[config.mk]
export PLATFORM = sky130hd
export DESIGN_NAME = vga_sync
export DESIGN_NICKNAME = d
export VERILOG_FILES = /design/src/rtl/vga_sync.sv
export SDC_FILE = /design/constraint.sdc
export NUM_CORES = 1
export LEC_CHECK = 0
export ABC_CLOCK_PERIOD_IN_PS = 2600
export CAP_MARGIN = 40
export CORE_UTILIZATION = 53
export DETAILED_ROUTE_END_ITERATION = 10
export PLACE_DENSITY = 0.87
export SLEW_MARGIN = 20
export SYNTH_ARGS = -nofsm -noshare
export SYNTH_HDL_FRONTEND = slang
export SYNTH_SLANG_ARGS = --single-unit
[constraint.sdc]
create_clock -name clock_25 -period 2.6 [get_ports clock_25]
set_input_delay 0.78 -clock clock_25 [delete_from_list [all_inputs] [get_ports clock_25]]
set_output_delay 0.78 -clock clock_25 [all_outputs]
set_load 0.005 [all_outputs]
[src/rtl/vga_sync.sv]
// ---------------------------------------------------------------------------
// vga_sync -- VGA raster timing generator (default 640x480@60, 25 MHz pixel)
//
// This module walks a pixel position (pix_x, pix_y) across an H_TOTAL x V_TOTAL
// raster. Each output is a register decoded from the position that was just
// loaded, so every output describes the same pixel in the same cycle.
//
// Ports
//   clock_25     in   1  pixel clock, all state on rising edge
//   reset_n      in   1  asynchronous active-low reset
//   pix_en       in   1  advance enable (tie high for one pixel per clock)
//   pix_x        out 10  horizontal position 0..H_TOTAL-1
//   pix_y        out 10  vertical position 0..V_TOTAL-1
//   video_on     out  1  position lies in the visible area
//   hsync        out  1  horizontal sync, active level = SYNC_POL
//   vsync        out  1  vertical sync, active level = SYNC_POL
//   line_start   out  1  one-clock strobe on entering pix_x==0
//   frame_start  out  1  one-clock strobe on entering (0,0)
// ---------------------------------------------------------------------------
module vga_sync #(
  parameter int H_DISPLAY = 640,
  parameter int H_FRONT   = 16,
  parameter int H_SYNC    = 96,
  parameter int H_BACK    = 48,
  parameter int V_DISPLAY = 480,
  parameter int V_FRONT   = 10,
  parameter int V_SYNC    = 2,
  parameter int V_BACK    = 33,
  parameter int SYNC_POL  = 0
) (
  input  logic       clock_25,
  input  logic       reset_n,
  input  logic       pix_en,
  output logic [9:0] pix_x,
  output logic [9:0] pix_y,
  output logic       video_on,
  output logic       hsync,
  output logic       vsync,
  output logic       line_start,
  output logic       frame_start
);

  localparam int H_TOTAL = H_DISPLAY + H_FRONT + H_SYNC + H_BACK;
  localparam int V_TOTAL = V_DISPLAY + V_FRONT + V_SYNC + V_BACK;

  // The counters are 10 bits wide; a raster that does not fit is rejected
  // while elaborating rather than wrapping silently at run time.
  if (H_TOTAL > 1024 || V_TOTAL > 1024) begin : g_bad_raster
    $error("vga_sync: H_TOTAL/V_TOTAL must not exceed 1024");
  end

  localparam logic [9:0] H_LAST = 10'(H_TOTAL - 1);
  localparam logic [9:0] V_LAST = 10'(V_TOTAL - 1);

  // Decode bounds are 11 bits so a full 1024-wide visible area still compares
  // correctly against a 10-bit position.
  localparam logic [10:0] H_VIS   = 11'(H_DISPLAY);
  localparam logic [10:0] V_VIS   = 11'(V_DISPLAY);
  localparam logic [10:0] HS_LO   = 11'(H_DISPLAY + H_FRONT);
  localparam logic [10:0] HS_HI   = 11'(H_DISPLAY + H_FRONT + H_SYNC - 1);
  localparam logic [10:0] VS_LO   = 11'(V_DISPLAY + V_FRONT);
  localparam logic [10:0] VS_HI   = 11'(V_DISPLAY + V_FRONT + V_SYNC - 1);

  localparam logic SYNC_ACT  = (SYNC_POL != 0);
  localparam logic SYNC_IDLE = ~SYNC_ACT;

  // ---------------------------------------------------------------------------
  // Decode helpers
  // ---------------------------------------------------------------------------
  function automatic logic in_window(input logic [9:0] pos,
                                     input logic [10:0] lo,
                                     input logic [10:0] hi);
    return ({1'b0, pos} >= lo) && ({1'b0, pos} <= hi);
  endfunction

  function automatic logic below(input logic [9:0] pos, input logic [10:0] lim);
    return {1'b0, pos} < lim;
  endfunction

  function automatic logic sync_level(input logic active);
    return active ? SYNC_ACT : SYNC_IDLE;
  endfunction

  // ---------------------------------------------------------------------------
  // State
  // ---------------------------------------------------------------------------
  logic [9:0] x_q, x_d;
  logic [9:0] y_q, y_d;
  logic       video_on_q, video_on_d;
  logic       hsync_q, hsync_d;
  logic       vsync_q, vsync_d;
  logic       line_start_q, line_start_d;
  logic       frame_start_q, frame_start_d;

  // Position one step ahead of the current one, used whenever pix_en is high.
  logic [9:0] x_adv;
  logic [9:0] y_adv;

  always_comb begin
    x_adv = x_q + 10'd1;
    y_adv = y_q;
    if (x_q == H_LAST) begin
      x_adv = '0;
      y_adv = (y_q == V_LAST) ? '0 : y_q + 10'd1;
    end
  end

  // Next-state: the decode is taken from the position being loaded, so the
  // registered outputs never lag the registered position. When stalled the
  // decode of the held position reproduces the held levels, while the
  // strobes drop so each one lasts a single clock.
  always_comb begin
    x_d           = x_q;
    y_d           = y_q;
    line_start_d  = 1'b0;
    frame_start_d = 1'b0;
    if (pix_en) begin
      x_d           = x_adv;
      y_d           = y_adv;
      line_start_d  = (x_adv == '0);
      frame_start_d = (x_adv == '0) && (y_adv == '0);
    end
    video_on_d = below(x_d, H_VIS) && below(y_d, V_VIS);
    hsync_d    = sync_level(in_window(x_d, HS_LO, HS_HI));
    // vsync depends on the line only, so it covers every pixel of its lines.
    vsync_d    = sync_level(in_window(y_d, VS_LO, VS_HI));
  end

  // Reset parks the raster on its last pixel so the first advance lands on
  // (0,0) with both strobes raised.
  always_ff @(posedge clock_25 or negedge reset_n) begin
    if (!reset_n) begin
      x_q           <= H_LAST;
      y_q           <= V_LAST;
      video_on_q    <= 1'b0;
      hsync_q       <= SYNC_IDLE;
      vsync_q       <= SYNC_IDLE;
      line_start_q  <= 1'b0;
      frame_start_q <= 1'b0;
    end else begin
      x_q           <= x_d;
      y_q           <= y_d;
      video_on_q    <= video_on_d;
      hsync_q       <= hsync_d;
      vsync_q       <= vsync_d;
      line_start_q  <= line_start_d;
      frame_start_q <= frame_start_d;
    end
  end

  assign pix_x       = x_q;
  assign pix_y       = y_q;
  assign video_on    = video_on_q;
  assign hsync       = hsync_q;
  assign vsync       = vsync_q;
  assign line_start  = line_start_q;
  assign frame_start = frame_start_q;

endmodule
==> results.ini <==
[status]
status=finished clean

[timing]
skew_ps=5.69
rsz0062_at_grt=false
drv_slew=0
tns_ps=0
fmax_mhz=402
finalSetupViolations=0
finalCriticalPeriod_ps=2490
slew_headroom=0.741
worst_pin_slew_ps=386
final.period_utilization=0.957
finalHoldViolCount=0

[critical_path]
regToRegStartpoint=pix_x[1]
endpoint_kind=register
start_kind=input port
crit_required_ps=2870
critPathKind=in2reg
cp_data_arrival_time_ps=2750
reg2reg_to=vsync
cp_max_fo=7
reg2reg_depth=7
rrSetupSlack_ps=160

[layout]
fillers=248
final_cell_mix=27 x clkdlybuf4s50_1, 19 x buf_4, 17 x nor2_1, 17 x nand2_1, 13 x dfrtp_1
finalInstanceArea_um2=2150
num_antenna_cells=0
nNetsFinal=247
drive_gt1_frac=0.180
layout_commonest_cell=clkdlybuf4s50_1
area_growth_pct=24.3
fin_util=0.699

[floorplan]
coreArea_um2=3080
fp.dieArea_um2=3500
pin_count=28
start_util=0.563
die_y_um=59.2
rows=20
chipWidth_um=59.2

[clocking]
post_cts_resized=0
clock_latency_ps=320
post-cts-setup-buffer-count=0
numClockSinks=25
cts-htree-levels=1
cts_buffers=3
cts_buffer_depth=2
tritoncts=built
clock-root-buffer=clkbuf_4
path_clk_slew_ps=140
cts_hold_buf=0

[worst_hold_path]
hp-start=pix_x[3]
hp-class=reg2reg
min_to=pix_x[3]
hold_path_depth=2

[power]
p_sw_frac=0.331
power_frac_seq=0.505
power.switching_uw=363
comb_power_share=0.336
p_int_uw=732
power_density_nw_per_um2=509
vdd_drop_max_v=0.000319
p_clk_frac=0.160
leakagePower_uw=0.000843

[logic_synthesis]
syn-num-nets=212
seq_area_frac_synth=0.370
yosys.cell_types.count=50
synthArstFlopShare=1.00
avgSynthCellArea_um2=8.45
netlist_instances=205
netlist_area_um2=1730
ys.flop_type=dfrtp_1
yosysWarningCount=0
synth-seq-cells=25
synth_edf_count=0

[detailed_routing]
wl_per_cell_um=14.8
drt-total-wl_um=4200
vias=1698
ant_nets=0
dr.pass1.iters=4
drc_errors=0
vias_per_cell=6.00
drt_iter0_markers=106

[placement]
gp_congestion=0.985
numPortBuffers=27
hpwl_um=3110
place_area_um2=2120

[global_route]
antenna_found_initial=0
grt_use_total=0.255
grt_pass1_vias=1432
overflow=0
grt_pass1_wl_um=6780
grt_max_degree=26

[flow_run]
drv_cap=0

[worst max-delay path by stage]
| stage | from | cells after the start | end | slack [ps] |
|---|---|---|---|---|
| after detailed placement | pix_en | 7 | vsync | -220 |
| after CTS | pix_en | 7 | vsync | 110 |
| after floorplan | pix_x[0] | 9 | frame_start | 170 |
| final | pix_en | 7 | vsync | 110 |
| after global routing | pix_x[1] | 9 | vsync | 2 |
| after global placement | pix_en | 7 | vsync | -180 |
[layout make-up]
type	instances	area [um^2]	area share
timing repair buffer	46	413	0.192
clock buffer	3	22.5	0.0105
inverter	12	45.0	0.0209
multi-input combinational	152	971	0.451
clock inverter	1	5.00	0.00233
sequential	25	641	0.298
tap	44	55.1	0.0256
[worst max-delay path, stage by stage]
cell and delay [ps]:
clkdlybuf4s50_1 480, nand2_1 90, or4_4 600, or4_4 530, o21ai_2 100, a2111oi_2 60, nand4_1 100
[sequential cells by signal, summed over array words and instances (netlist names)]
register,flops
line_start,1
frame_start,1
vsync,1
video_on,1
pix_x,10
hsync,1
pix_y,10
[through the flow]
step | total power, uW | setup slack [ps] | cells | hold slack (ps)
3_3_place_gp | 910 | -183 | 279 | 525
6_report | 1090 | 112 | 283 | 548
2_1_floorplan | 753 | 175 | 205 | 484
4_1_cts | 1100 | 114 | 283 | 546
5_1_grt | 1170 | 2.19 | 283 | 576
3_5_place_dp | 924 | -222 | 279 | 527
[cells in the mapped netlist, drive strengths merged, types with 3 or more instances]
master | number | area (um^2)
ha | 4 | 50.1
nor2 | 17 | 63.8
a21oi | 12 | 60.1
dfrtp | 13 | 325
nand2 | 17 | 63.8
nor3 | 7 | 35.0
and3 | 3 | 18.8
xor2 | 5 | 43.8
nand4 | 8 | 50.1
mux2i | 3 | 30.0
nor4 | 3 | 18.8
dfstp | 12 | 315
xnor2 | 5 | 43.8
or4 | 5 | 45.0
nand3 | 9 | 45.0
inv | 12 | 45.0
or3 | 6 | 37.5
buf | 6 | 42.5
clkbuf | 10 | 37.5
o21a | 3 | 22.5
o21ai | 13 | 68.8
[metal layers]
metal,part of all wire,up-vias,GRT usage
li1,-,815,-
met1,0.45,782,0.374
met2,0.45,90,0.380
met3,0.080,11,0.0415
met4,0.017,0,0.0850
met5,0,-,0
[kinds of logic after synthesis]
group | synth area share
AOI/OAI and AO/OA | 0.194
xor gates and xnor gates | 0.0506
adders and majority gates | 0.0289
buffers and inverters | 0.0723
DFF | 0.370
muxes | 0.0303
and+or+nand+nor | 0.254
[power by group through the flow]
stage / combinational [uW] / clock, uW / sequential (uW)
after floorplan: 211 / 0 / 542
after global placement: 353 / 0 / 557
after detailed placement: 365 / 0 / 559
after CTS: 369 / 176 / 552
after global routing: 412 / 192 / 564
final: 367 / 175 / 553
Power figures use the tool's default switching activity.
